File: src/rtl/torus_array_ctrl.sv
// Torus PE-array run controller.
// Sequences instruction addresses for one run, stages host load data into the
// IO PEs at run start, and captures IO PE store data back for the host at completion.
module torus_array_ctrl #(
  parameter int unsigned DWIDTH      = 32,
  parameter int unsigned SYS_DWIDTH  = 32,
  parameter int unsigned IO_NUM      = 2,
  parameter int unsigned INST_AWIDTH = 10,
  parameter int unsigned PIPE_DEPTH  = 2
) (
  input  logic                         Clk,
  input  logic                         Resetn,
  input  logic                         Start,
  input  logic                         Abort,
  input  logic                         Stall,
  input  logic [INST_AWIDTH-1:0]       Run_Len,
  input  logic [IO_NUM*SYS_DWIDTH-1:0] Sys_Load,
  input  logic [IO_NUM*DWIDTH-1:0]     Data_Store,
  output logic [IO_NUM*DWIDTH-1:0]     Data_Load,
  output logic [IO_NUM*SYS_DWIDTH-1:0] Sys_Store,
  output logic                         PE_Array_Busy,
  output logic [INST_AWIDTH-1:0]       Inst_Addr,
  output logic                         Done
);

  typedef enum logic [1:0] {
    S_IDLE,
    S_RUN,
    S_DRAIN,
    S_DONE
  } state_e;

  // Drain counter value on the final DRAIN cycle; unused when PIPE_DEPTH is 0.
  localparam logic [3:0] DRAIN_LAST = 4'((PIPE_DEPTH > 0) ? PIPE_DEPTH - 1 : 0);

  state_e                         state_q, state_d;
  logic                           busy_q, busy_d;
  logic                           done_q, done_d;
  logic [INST_AWIDTH-1:0]         inst_addr_q, inst_addr_d;
  logic [INST_AWIDTH-1:0]         run_len_q, run_len_d;
  logic [3:0]                     drain_cnt_q, drain_cnt_d;
  logic [IO_NUM*DWIDTH-1:0]       data_load_q, data_load_d;
  logic [IO_NUM*SYS_DWIDTH-1:0]   sys_store_q, sys_store_d;

  logic [IO_NUM*DWIDTH-1:0]       load_conv;
  logic [IO_NUM*SYS_DWIDTH-1:0]   store_conv;

  // Host-to-PE channel resize: zero-extend when widening, keep LSBs when narrowing.
  always_comb begin
    load_conv = '0;
    for (int unsigned k = 0; k < IO_NUM; k++) begin
      load_conv[k*DWIDTH +: DWIDTH] = DWIDTH'(Sys_Load[k*SYS_DWIDTH +: SYS_DWIDTH]);
    end
  end

  // PE-to-host channel resize, same rule in the opposite direction.
  always_comb begin
    store_conv = '0;
    for (int unsigned k = 0; k < IO_NUM; k++) begin
      store_conv[k*SYS_DWIDTH +: SYS_DWIDTH] = SYS_DWIDTH'(Data_Store[k*DWIDTH +: DWIDTH]);
    end
  end

  // Next-state and next-output logic; Abort wins over Stall and over completion.
  always_comb begin
    state_d     = state_q;
    busy_d      = busy_q;
    done_d      = 1'b0;
    inst_addr_d = inst_addr_q;
    run_len_d   = run_len_q;
    drain_cnt_d = drain_cnt_q;
    data_load_d = data_load_q;
    sys_store_d = sys_store_q;

    unique case (state_q)
      S_IDLE: begin
        if (Start) begin
          state_d     = S_RUN;
          busy_d      = 1'b1;
          inst_addr_d = '0;
          run_len_d   = Run_Len;
          drain_cnt_d = '0;
          data_load_d = load_conv;
        end
      end

      S_RUN: begin
        if (Abort) begin
          state_d     = S_IDLE;
          busy_d      = 1'b0;
          drain_cnt_d = '0;
        end else if (!Stall) begin
          if (inst_addr_q == run_len_q) begin
            if (PIPE_DEPTH == 0) begin
              state_d     = S_DONE;
              busy_d      = 1'b0;
              done_d      = 1'b1;
              sys_store_d = store_conv;
            end else begin
              state_d     = S_DRAIN;
              drain_cnt_d = '0;
            end
          end else begin
            inst_addr_d = inst_addr_q + INST_AWIDTH'(1);
          end
        end
      end

      S_DRAIN: begin
        if (Abort) begin
          state_d     = S_IDLE;
          busy_d      = 1'b0;
          drain_cnt_d = '0;
        end else if (drain_cnt_q == DRAIN_LAST) begin
          state_d     = S_DONE;
          busy_d      = 1'b0;
          done_d      = 1'b1;
          drain_cnt_d = '0;
          sys_store_d = store_conv;
        end else begin
          drain_cnt_d = drain_cnt_q + 4'd1;
        end
      end

      S_DONE: begin
        state_d = S_IDLE;
      end

      default: begin
        state_d = S_IDLE;
        busy_d  = 1'b0;
      end
    endcase
  end

  // Controller state and registered outputs, asynchronously cleared.
  always_ff @(posedge Clk or negedge Resetn) begin
    if (!Resetn) begin
      state_q     <= S_IDLE;
      busy_q      <= 1'b0;
      done_q      <= 1'b0;
      inst_addr_q <= '0;
      run_len_q   <= '0;
      drain_cnt_q <= '0;
      data_load_q <= '0;
      sys_store_q <= '0;
    end else begin
      state_q     <= state_d;
      busy_q      <= busy_d;
      done_q      <= done_d;
      inst_addr_q <= inst_addr_d;
      run_len_q   <= run_len_d;
      drain_cnt_q <= drain_cnt_d;
      data_load_q <= data_load_d;
      sys_store_q <= sys_store_d;
    end
  end

  assign Data_Load     = data_load_q;
  assign Sys_Store     = sys_store_q;
  assign PE_Array_Busy = busy_q;
  assign Inst_Addr     = inst_addr_q;
  assign Done          = done_q;

endmodule

File: config.mk
export PLATFORM = sky130hd
export DESIGN_NAME = torus_array_ctrl
export DESIGN_NICKNAME = d
export VERILOG_FILES = /design/src/rtl/torus_array_ctrl.sv
export SDC_FILE = /design/constraint.sdc
export NUM_CORES = 1
export LEC_CHECK = 0
export ABC_AREA = 0
export CAP_MARGIN = 10
export CORE_MARGIN = 10
export CORE_UTILIZATION = 42
export DETAILED_ROUTE_END_ITERATION = 12
export PLACE_DENSITY = 0.8
export SETUP_SLACK_MARGIN = 0.3
export SYNTH_ARGS = -nofsm -noshare
export SYNTH_HDL_FRONTEND = slang
export SYNTH_SLANG_ARGS = --single-unit
File: constraint.sdc
create_clock -name Clk -period 2.5 [get_ports Clk]
set_input_delay 0.5 -clock Clk [delete_from_list [all_inputs] [get_ports Clk]]
set_output_delay 0.5 -clock Clk [all_outputs]
set_load 0.03 [all_outputs]
---- Word-level counts from Yosys, hierarchy flattened ----
Cells that the tools add are included.
storage, ports and cells
  register bits after elaboration ......... 156
  bits in latches ......................... 0
  bits in writable memories ............... 0
  ROM bits ................................ 0
  output and inout bits ................... 140
  memories kept ........................... 0
cells by class
  $add $sub $neg .......................... 2
  $mul .................................... 0
  div/mod/pow operators ................... 0
  $lt $le $gt $ge ......................... 0
  eq/ne operators ......................... 13
  shift operators ......................... 0
  muxes and demuxes ....................... 27
  bitwise logic cells ..................... 1
  reduce and logical (&&, ||, !) cells .... 9
operator list
  kind                   number
  $mux 10                4
  $mux 4                 6
  $pmux 10 s2            1
  $mux 2                 6
  $pmux 4 s3             1
  $reduce_and 4->1       3
  $add 10x1->10 const B  1
  $eq 10x10->1           1
  $ne 2x2->1 const B     5
  $ne 3x3->1 const B     3
  $pmux 2 s4             1
  $mux 1                 7
  $reduce_and 5->1       1
  $add 4x1->4 const B    1
  $eq 2x2->1 const B     2
  $eq 4x1->1 const B     1
  $pmux 1 s3             1
  $reduce_and 3->1       1
  $reduce_bool 3->1      1
  $eq 2x1->1 const B     1
  $logic_not 2->1        1
  $reduce_and 2->1       1
  $reduce_bool 2->1      1
  $not 1->1              1

---- Logic depth before layout (Yosys ltp) ----
Gate-level depths: netlist of run 1.
  depth in word-level cells ............... 5
  gate-level depth with buffers ........... 9

---- Least setup slack after synthesis of run 1 ----
Ideal clock, no wire load.
  kind .................................... register to register
  from .................................... reg state_q[1]
  to ...................................... reg inst_addr_q[7] (netlist: Inst_Addr[7])
  library setup time ...................... 0.126 ns
  arrival ................................. 1.762 ns
  data required time ...................... 2.374 ns
  setup slack ............................. 0.612 ns
  cell stages (with the launch flop) ...... 8
  cell sequence ........................... dfrtp_1 inv_1 ha_1 nand2b_1 nor2_1 o31a_1 o21ai_4 a221o_1
on the way
  longest elaborated chain between the ends .. 3
  elaborated cells on any way between the ends .. 9
  classes of those cells .................. eq/ne: 5; mux: 1; reduce/logical: 3
RTL lines
  item                                                              line  source
  start, declared                                                   36    state_e state_q, state_d;
  start signal, assigned                                            148   state_q <= state_d;
  $eq 2x1->1 or $logic_not 2->1 (tied branches)                     75    unique case (state_q)
  $ne 2x2->1 (no source line) or $reduce_bool 2->1 (tied branches)  --
  $reduce_and 5->1 (no source line)                                 --
  end signal, assigned                                              151   inst_addr_q <= inst_addr_d;
  end, declared                                                     39    logic [INST_AWIDTH-1:0] inst_addr_q, inst_addr_d;
Parallel ways exist; a longest one is shown, timed or not.
A chain may end at the register's enable or synchronous reset.

---- Worst setup path after layout of run 1 ----
  from .................................... reg inst_addr_q[1] (netlist: Inst_Addr[1])
  to ...................................... out Inst_Addr[1]
RTL lines
  item           line  source
  end, declared  22    output logic [INST_AWIDTH-1:0] Inst_Addr,
No word-level cell between the ends.

==> results of run 1 <==
logic make-up after synthesis:
logic type      count (synthesis)  share of synthesized area
compound gates                 28                     0.0408
xor+xnor                       10                     0.0159
fa+ha+maj                       8                     0.0156
buf+inv                        32                     0.0212
flops                         156                      0.607
mux                            80                      0.141
simple gates                  246                      0.159
flip-flops by register name, indices dropped and copies added, names as in the netlist:
name and count:
Data_Load 64, Sys_Store 64, Inst_Addr 10, run_len_q 10
drain_cnt_q 4, state_q 2, Done 1, PE_Array_Busy 1
placed cells by master (no fill, tap or decap), types with 3 or more instances in the layout:
master and instances:
nor2b_1 4, buf_4 11, ha_1 8, nand2_1 202, o211ai_1 3, buf_12 5, a221o_1 5, clkinvlp_4 3
clkdlybuf4s50_1 278, inv_1 6, clkbuf_16 17, nor2_1 13, a22o_1 6, xnor2_1 8, bufinv_16 3, mux2_2 75
nand3_1 5, nand2b_1 5, dfrtp_1 156, clkinv_2 4
final timing paths:
kind / from / endpoint / slack, ns
max in group asynchronous: Resetn / run_len_q[3] / 1.68
worst max register to register: state_q[1] / Inst_Addr[7] / 0.54
worst min-delay path: Resetn / Data_Load[0] / 0.09
worst min register to register: Sys_Store[14] / Sys_Store[14] / 0.47
worst max-delay path: Inst_Addr[1] / Inst_Addr[1] / 0.37
min in group Clk: Sys_Store[14] / Sys_Store[14] / 0.47
power breakdown:
group	leakage, nW	switching, mW	internal, mW
clock	0.277	1.02	1.55
sequential	2.00	0.398	3.20
combinational	2.35	2.24	2.08
total	4.63	3.66	6.83
layout make-up:
| class | instances | area share |
|---|---|---|
| sequential | 156 | 0.385 |
| clock buffer | 18 | 0.0423 |
| inverter | 7 | 0.00259 |
| tap | 188 | 0.0232 |
| clock inverter | 12 | 0.0148 |
| multi-input combinational | 372 | 0.236 |
| timing repair buffer | 298 | 0.296 |
metrics by stage:
stage                     cells   util  setup WS, ns
after global routing       1051  0.673         0.323
final                      1051  0.673         0.374
after CTS                  1051  0.673         0.354
after floorplan             560      -         0.612
after detailed placement   1021  0.634         0.274
after global placement     1021  0.634         0.282
metal layers:
metal	vias up	GRT usage
li1	2425	-
met1	2472	0.200
met2	192	0.304
met3	28	0.0855
met4	0	0.0634
met5	-	0
what timing repair did:
| item | 4_1_cts | 5_1_grt |
|---|---|---|
| setup buffers | 0 | 0 |
| gates cloned | 0 | 0 |
| gates resized for setup | 2 | 1 |
| endpoints found under the setup margin | 2 | 1 |
==> results.json, run 1 <==
{
  "outcome": "finished, final reports clean",
  "antenna_found_initial": 0,
  "ys_seq_area_frac": 0.607,
  "finalSetupViolations": 0,
  "grt_max_degree": 70,
  "synth_commonest_cells": "nand2_1 (204), dfrtp_1 (156), mux2_2 (75)",
  "maxCapViolCount": 0,
  "critPathBufInv": 1,
  "drt-pass1-iter-count": 4,
  "routedLengthMet1_um": 7260,
  "cts_root_buf": "clkbuf_16",
  "max_freq_mhz": 470,
  "ys.flop_type": "dfrtp_1",
  "final_nets": 1003,
  "hold_buffers": 0,
  "synth_top_area_frac": 0.607,
  "tightest_slew_ns": 0.675,
  "wl_met3_um": 1960,
  "syn_inst": 560,
  "cp_data_arrival_time_ns": 1.63,
  "diodes": 0,
  "p_total_mw": 10.5,
  "die_h_um": 144,
  "synth.ff_latch_count": 156,
  "synth_nets": 711,
  "cp_cell_sequence": "clkdlybuf4s50_1",
  "routedWlPerCell_um": 18.3,
  "cts_buffers": 17,
  "gp_congestion": 0.826,
  "synth_edf_count": 0,
  "yosys_warnings": 0,
  "h-tree-depth": 4,
  "crit_family": "buffers and inverters",
  "final.min_clock_period_ns": 2.13,
  "die_area_um2": 20700,
  "cellLeakagePower_nw": 4.63,
  "reg2reg_depth": 7,
  "rsz0062_at_grt": "no",
  "slowest_delay_ns": 0.75,
  "cts_tree": "done",
  "top_layer_used": "met4",
  "drc": 0,
  "async_reset_ff_frac": 1.00,
  "timing.final.crit_share": 0.851,
  "n_fill_cell": 1189,
  "crit_slowest_cell": "clkdlybuf4s50_1",
  "worstSetupPathType": "register to output pin",
  "slew_headroom": 0.550,
  "min_path_type": "input pin to asynchronous set/reset pin",
  "drive_gt1_frac": 0.158,
  "overflow": 0,
  "hold_violations": 0,
  "rows": 45,
  "cts_buffer_depth": 2,
  "wl_met2_um": 9650,
  "vias": 5117,
  "viasPerCell": 4.87,
  "avgSynthCellArea_um2": 11.5,
  "synth.most_common_cell": "nand2_1",
  "clk_pin_slew_ns": 0.06,
  "slew_violations": 0,
  "setup_tns_ns": 0,
  "clock-sinks": 156,
  "synth_area_leader_cell": "dfrtp_1",
  "grt_pass1_vias": 5385,
  "p_per_area_nw_per_um2": 1030,
  "clk_latency_ns": 0.42,
  "initial_core_util": 0.426,
  "dp_hpwl_um": 14500,
  "worstSetupPathDepth": 1,
  "drtIter0Drc": 278,
  "io_buffers": 282,
  "ant_nets": 0,
  "hold_slack_ns": 0.0854,
  "multiInputGateArea_um2": 2400,
  "postLayoutCellArea_um2": 10200,
  "netlist_top_cells_area": "dfrtp_1 (61%), mux2_2 (13%), nand2_1 (12%)",
  "place_area_um2": 9570,
  "synthToLayoutAreaGrowth_pct": 57.7,
  "seq_area_um2": 3900,
  "cp_max_fo": 5,
  "start_kind": "register",
  "skew_ns": 0.00713,
  "core_um2": 15100,
  "drt_wl_total_um": 19200,
  "end_kind": "output pin",
  "fp.dieW_um": 144,
  "ys_types": 44,
  "grt_first_pass_wirelength_um": 29300,
  "mappedNetlistArea_um2": 6430,
  "vdd_drop_max_uv": 595,
  "ios": 283,
  "grt_usage": 0.182,
  "cp.required_ns": 2.00
}
Note: power is estimated with default switching activity, not from simulation.
==> run 2: changes to the inputs <==
--- a/config.mk
+++ b/config.mk
@@ -7,6 +7,7 @@
 export LEC_CHECK = 0
 export ABC_AREA = 0
 export CAP_MARGIN = 10
+export CORE_ASPECT_RATIO = 0.7
 export CORE_MARGIN = 10
 export CORE_UTILIZATION = 42
 export DETAILED_ROUTE_END_ITERATION = 12
==> results.json, run 2 (synthesis gave the netlist of run 1 again) <==
{
  "outcome": "finished, final reports clean",
  "routedLengthMet1_um": 7730,
  "worstSetupPathDepth": 1,
  "layout_commonest_cell": "clkdlybuf4s50_1",
  "cts_buffers": 17,
  "n_fill_cell": 1072,
  "gp_congestion": 0.842,
  "r2r_start": "Inst_Addr[1]",
  "rsz0062_at_grt": "no",
  "overflow": 0,
  "switching_power_mw": 3.72,
  "routedWlPerCell_um": 19.4,
  "grt_max_degree": 67,
  "drt-pass1-iter-count": 4,
  "worstSetupPathType": "register to output pin",
  "seq_area_um2": 3900,
  "maxCapViolCount": 0,
  "end_kind": "output pin",
  "grt_pass1_vias": 5511,
  "min_path_type": "input pin to asynchronous set/reset pin",
  "fp.dieW_um": 168,
  "tightest_slew_ns": 0.594,
  "die_h_um": 124,
  "drtIter0Drc": 182,
  "critical_path.endpoint": "Inst_Addr[0]",
  "p_seq_frac": 0.346,
  "cellLeakagePower_nw": 4.62,
  "cts_tree": "done",
  "start_kind": "register",
  "h-tree-depth": 4,
  "hold_buffers": 0,
  "vdd_drop_max_uv": 502,
  "drc": 0,
  "clk_pin_slew_ns": 0.06,
  "drt_wl_total_um": 20500,
  "antenna_found_initial": 0,
  "slew_headroom": 0.604,
  "cp.required_ns": 2.00,
  "initial_core_util": 0.433,
  "final.min_clock_period_ns": 2.13,
  "cp_cell_sequence": "clkdlybuf4s50_1",
  "viasPerCell": 4.90,
  "setup_tns_ns": 0,
  "drive_gt1_frac": 0.154,
  "mostFrequentLayoutCells": "clkdlybuf4s50_1 (277), nand2_1 (202), dfrtp_1 (156), mux2_2 (75), clkbuf_16 (17)",
  "die_area_um2": 20800,
  "grt_first_pass_wirelength_um": 31100,
  "crit_family": "buffers and inverters",
  "critPathBufInv": 1,
  "dp_cells": 1024,
  "top_layer_used": "met4",
  "cp_max_fo": 5,
  "finalSetupViolations": 0,
  "clock-sinks": 156,
  "slowest_delay_ns": 0.75,
  "synthToLayoutAreaGrowth_pct": 57.2,
  "crit_slowest_cell": "clkdlybuf4s50_1",
  "wl_met3_um": 2480,
  "slew_violations": 0,
  "grt_usage": 0.192,
  "wl_met2_um": 10100,
  "hold_violations": 0,
  "cp_data_arrival_time_ns": 1.63,
  "ios": 283,
  "reg2reg_depth": 6,
  "clk_latency_ns": 0.42,
  "fin_cells": 1056,
  "multiInputGateArea_um2": 2400,
  "ant_nets": 0,
  "power.share.switching": 0.356,
  "core_um2": 14900,
  "finish.utilization": 0.681,
  "p_per_area_nw_per_um2": 1030,
  "combPwrFrac": 0.408,
  "post_cts_buffers": 0,
  "clockPowerShare": 0.245,
  "rows": 37,
  "r2r_setup_slack_ns": 0.53,
  "cts_buffer_depth": 2,
  "timing.final.crit_share": 0.851,
  "diodes": 0,
  "final_nets": 999,
  "r2r-end": "Inst_Addr[8]",
  "cp-startpoint": "Inst_Addr[0]",
  "max_freq_mhz": 470,
  "dp_hpwl_um": 15800,
  "cts_root_buf": "clkbuf_16",
  "vias": 5172,
  "io_buffers": 282,
  "internal-power_mw": 6.73,
  "skew_ns": 0.0103
}
-- run 2: cell types whose count changed in the layout (fill, tap and decap cells not counted), sizes merged --
cell,change
bufinv,-1
inv,+2
clkdlybuf4s50,-1
clkinv,-1
dlygate4sd2,-1
buf,-4
clkbuf,+2
dlymetal6s2s,+2
-- run 2: metrics by stage --
step           hold slack [ns]  total power [mW]  worst slack, ns  instance area [µm²]
2_1_floorplan            0.204              6.08            0.612                 6430
3_3_place_gp             0.457              7.82            0.279                 9530
3_5_place_dp             0.462              7.98            0.253                 9530
4_1_cts                 0.0559              10.6            0.317                10100
5_1_grt                 0.0669              10.9            0.316                10100
6_report                0.0348              10.5            0.371                10100
-- run 2: layout make-up --
cell class                 instances  area share
sequential                       156       0.386
timing repair buffer             294       0.292
multi-input combinational        372       0.237
clock buffer                      20      0.0441
tap                              195      0.0241
clock inverter                    12      0.0138
inverter                           7     0.00260
-- run 2: worst min path at each step --
stage                   from             to  slack (ns)  depth (start not counted)
3_5_place_dp   Sys_Store[54]  Sys_Store[54]        0.46                          2
5_1_grt               Resetn   run_len_q[4]        0.07                          1
4_1_cts               Resetn  Data_Load[61]        0.06                          1
6_report              Resetn   run_len_q[4]        0.03                          1
3_3_place_gp   Sys_Store[14]  Sys_Store[14]        0.46                          2
2_1_floorplan         Resetn   Data_Load[0]        0.20                          0
-- run 2: routing by layer --
metal | track usage | up-vias
met2 | 0.318 | 214
li1 | - | 2433
met1 | 0.214 | 2505
met5 | 0 | -
met3 | 0.103 | 20
met4 | 0.0504 | 0
-- run 2: timing repair --
item / 4_1_cts / 5_1_grt
endpoints found under the setup margin: 1 / 3
gates resized for setup: 1 / 3
endpoints found under the hold margin: 0 / 0
cloned: 0 / 0
-- run 2: power groups by stage --
stage                     combinational, mW  sequential (mW)  clock, mW
final                                  4.27             3.62       2.56
after detailed placement               4.32             3.66          0
after CTS                              4.33             3.62       2.60
after global placement                 4.22             3.60          0
after floorplan                        1.33             4.75          0
after global routing                   4.50             3.70       2.72
==> run 3: changes to the inputs <==
--- a/config.mk
+++ b/config.mk
@@ -5,13 +5,13 @@
 export SDC_FILE = /design/constraint.sdc
 export NUM_CORES = 1
 export LEC_CHECK = 0
-export ABC_AREA = 0
 export CAP_MARGIN = 10
 export CORE_ASPECT_RATIO = 0.7
 export CORE_MARGIN = 10
-export CORE_UTILIZATION = 42
+export CORE_UTILIZATION = 43
+export CTS_BUF_LIST = sky130_fd_sc_hd__clkbuf_4
 export DETAILED_ROUTE_END_ITERATION = 12
-export PLACE_DENSITY = 0.8
+export PLACE_DENSITY = 0.82
 export SETUP_SLACK_MARGIN = 0.3
 export SYNTH_ARGS = -nofsm -noshare
 export SYNTH_HDL_FRONTEND = slang
==> results.json, run 3 (synthesis gave the netlist of run 1 again) <==
{
  "outcome": "finished, final reports clean",
  "power.share.switching": 0.392,
  "p_seq_frac": 0.384,
  "max_freq_mhz": 469,
  "cts_buffers": 17,
  "overflow": 0,
  "start_kind": "register",
  "seq_area_um2": 3900,
  "slew_headroom": 0.558,
  "maxCapViolCount": 0,
  "cp.required_ns": 2.00,
  "timing.final.crit_share": 0.852,
  "post_cts_buffers": 0,
  "cp_cell_sequence": "clkdlybuf4s50_1",
  "grt_usage": 0.195,
  "dp_hpwl_um": 15600,
  "n_fill_cell": 1051,
  "rsz0062_at_grt": "no",
  "initial_core_util": 0.438,
  "vias": 5245,
  "mostFrequentLayoutCells": "nand2_1 (202), clkdlybuf4s50_1 (164), dfrtp_1 (156), dlymetal6s2s_1 (92), mux2_2 (75)",
  "slowest_delay_ns": 0.70,
  "multiInputGateArea_um2": 2400,
  "end_kind": "output pin",
  "dpl_worst_slack_ns": 0.222,
  "drtIter0Drc": 355,
  "drive_gt1_frac": 0.153,
  "cts_buffer_depth": 2,
  "clk_latency_ns": 0.57,
  "internal-power_mw": 5.72,
  "skew_ns": 0.0154,
  "crit_family": "buffers and inverters",
  "h-tree-depth": 4,
  "die_h_um": 122,
  "io_buffers": 282,
  "setup_tns_ns": 0,
  "worstSetupPathType": "register to output pin",
  "synthToLayoutAreaGrowth_pct": 56.0,
  "gp_congestion": 0.868,
  "drc": 0,
  "layout_commonest_cell": "nand2_1",
  "fin_ws_ns": 0.369,
  "antenna_found_initial": 1,
  "clock-sinks": 156,
  "grt_max_degree": 84,
  "ios": 283,
  "ant_nets": 0,
  "critPathBufInv": 1,
  "drt-pass1-iter-count": 4,
  "slew_violations": 0,
  "rows": 37,
  "tightest_slew_ns": 0.663,
  "combPwrFrac": 0.447,
  "grt_pass1_vias": 5669,
  "cp_max_fo": 2,
  "p_total_mw": 9.40,
  "crit_slowest_cell": "clkdlybuf4s50_1",
  "routedWlPerCell_um": 19.5,
  "place_area_um2": 9540,
  "die_area_um2": 20300,
  "grt_first_pass_wirelength_um": 31400,
  "switching_power_mw": 3.68,
  "cts_root_buf": "clkbuf_4",
  "postLayoutCellArea_um2": 10000,
  "finalSetupViolations": 0,
  "min_path_type": "input pin to asynchronous set/reset pin",
  "fp.dieW_um": 166,
  "vdd_drop_max_uv": 391,
  "clk_pin_slew_ns": 0.14,
  "cts_tree": "done",
  "cp_data_arrival_time_ns": 1.63,
  "hold_violations": 0,
  "cellLeakagePower_nw": 5.88,
  "r2r_setup_slack_ns": 0.49,
  "clockPowerShare": 0.169,
  "core_um2": 14700,
  "viasPerCell": 4.97,
  "p_per_area_nw_per_um2": 936,
  "final.min_clock_period_ns": 2.13,
  "final_nets": 998,
  "drt_wl_total_um": 20600
}
[run 3: cell types whose count changed in the layout (fill, tap and decap cells not counted), moves of 4 or more]
cell	delta
buf_4	-4
dlygate4sd2_1	+24
clkbuf_16	-17
clkdlybuf4s50_1	-113
dlymetal6s2s_1	+89
clkbuf_4	+17
[run 3: what timing repair did]
action / 4_1_cts / 5_1_grt
hold buffers: 1 / 0
hold endpoints to repair: 90 / 0
pin swaps: 0 / 0
endpoints found under the setup margin: 25 / 92
gates resized for setup: 25 / 92
[run 3: area by class of cell]
class	count	area share
Tap cell	195	0.0243
Clock inverter	15	0.0163
Antenna cell	1	0.000249
Sequential cell	156	0.389
Multi-Input combinational cell	372	0.239
Inverter	7	0.00262
Timing Repair Buffer	293	0.316
Clock buffer	17	0.0127
[run 3: power by group through the flow]
stage	clock network, mW	registers (mW)	logic [mW]
finish	1.59	3.61	4.20
global route	1.77	3.69	4.40
detailed placement	0	3.68	4.34
global placement	0	3.61	4.23
floorplan	0	4.75	1.33
CTS	1.63	3.62	4.28
[run 3: final timing paths]
check	depth (start not counted)	from	to
max in group asynchronous	3	Resetn	Sys_Store[53]
min in group Clk	3	Data_Store[55]	Sys_Store[55]
worst max register to register	6	Inst_Addr[1]	Inst_Addr[8]
worst min-delay path	2	Resetn	Data_Load[60]
worst max-delay path	1	Sys_Store[49]	Sys_Store[49]
worst min register to register	2	Sys_Store[32]	Sys_Store[32]
[run 3: routing by layer]
| metal | part of all wire | up-vias | track usage |
|---|---|---|---|
| met2 | 0.48 | 221 | 0.319 |
| met3 | 0.10 | 27 | 0.0949 |
| met5 | 0 | - | 0 |
| li1 | - | 2429 | - |
| met4 | 0.022 | 0 | 0.0678 |
| met1 | 0.39 | 2568 | 0.223 |
[run 3: metrics by stage]
stage | cells | utilization | hold slack [ns]
after floorplan | 560 | - | 0.204
after global placement | 1022 | 0.650 | 0.310
after detailed placement | 1022 | 0.650 | 0.313
final | 1056 | 0.684 | 0.298
after CTS | 1055 | 0.668 | 0.249
after global routing | 1056 | 0.684 | 0.226
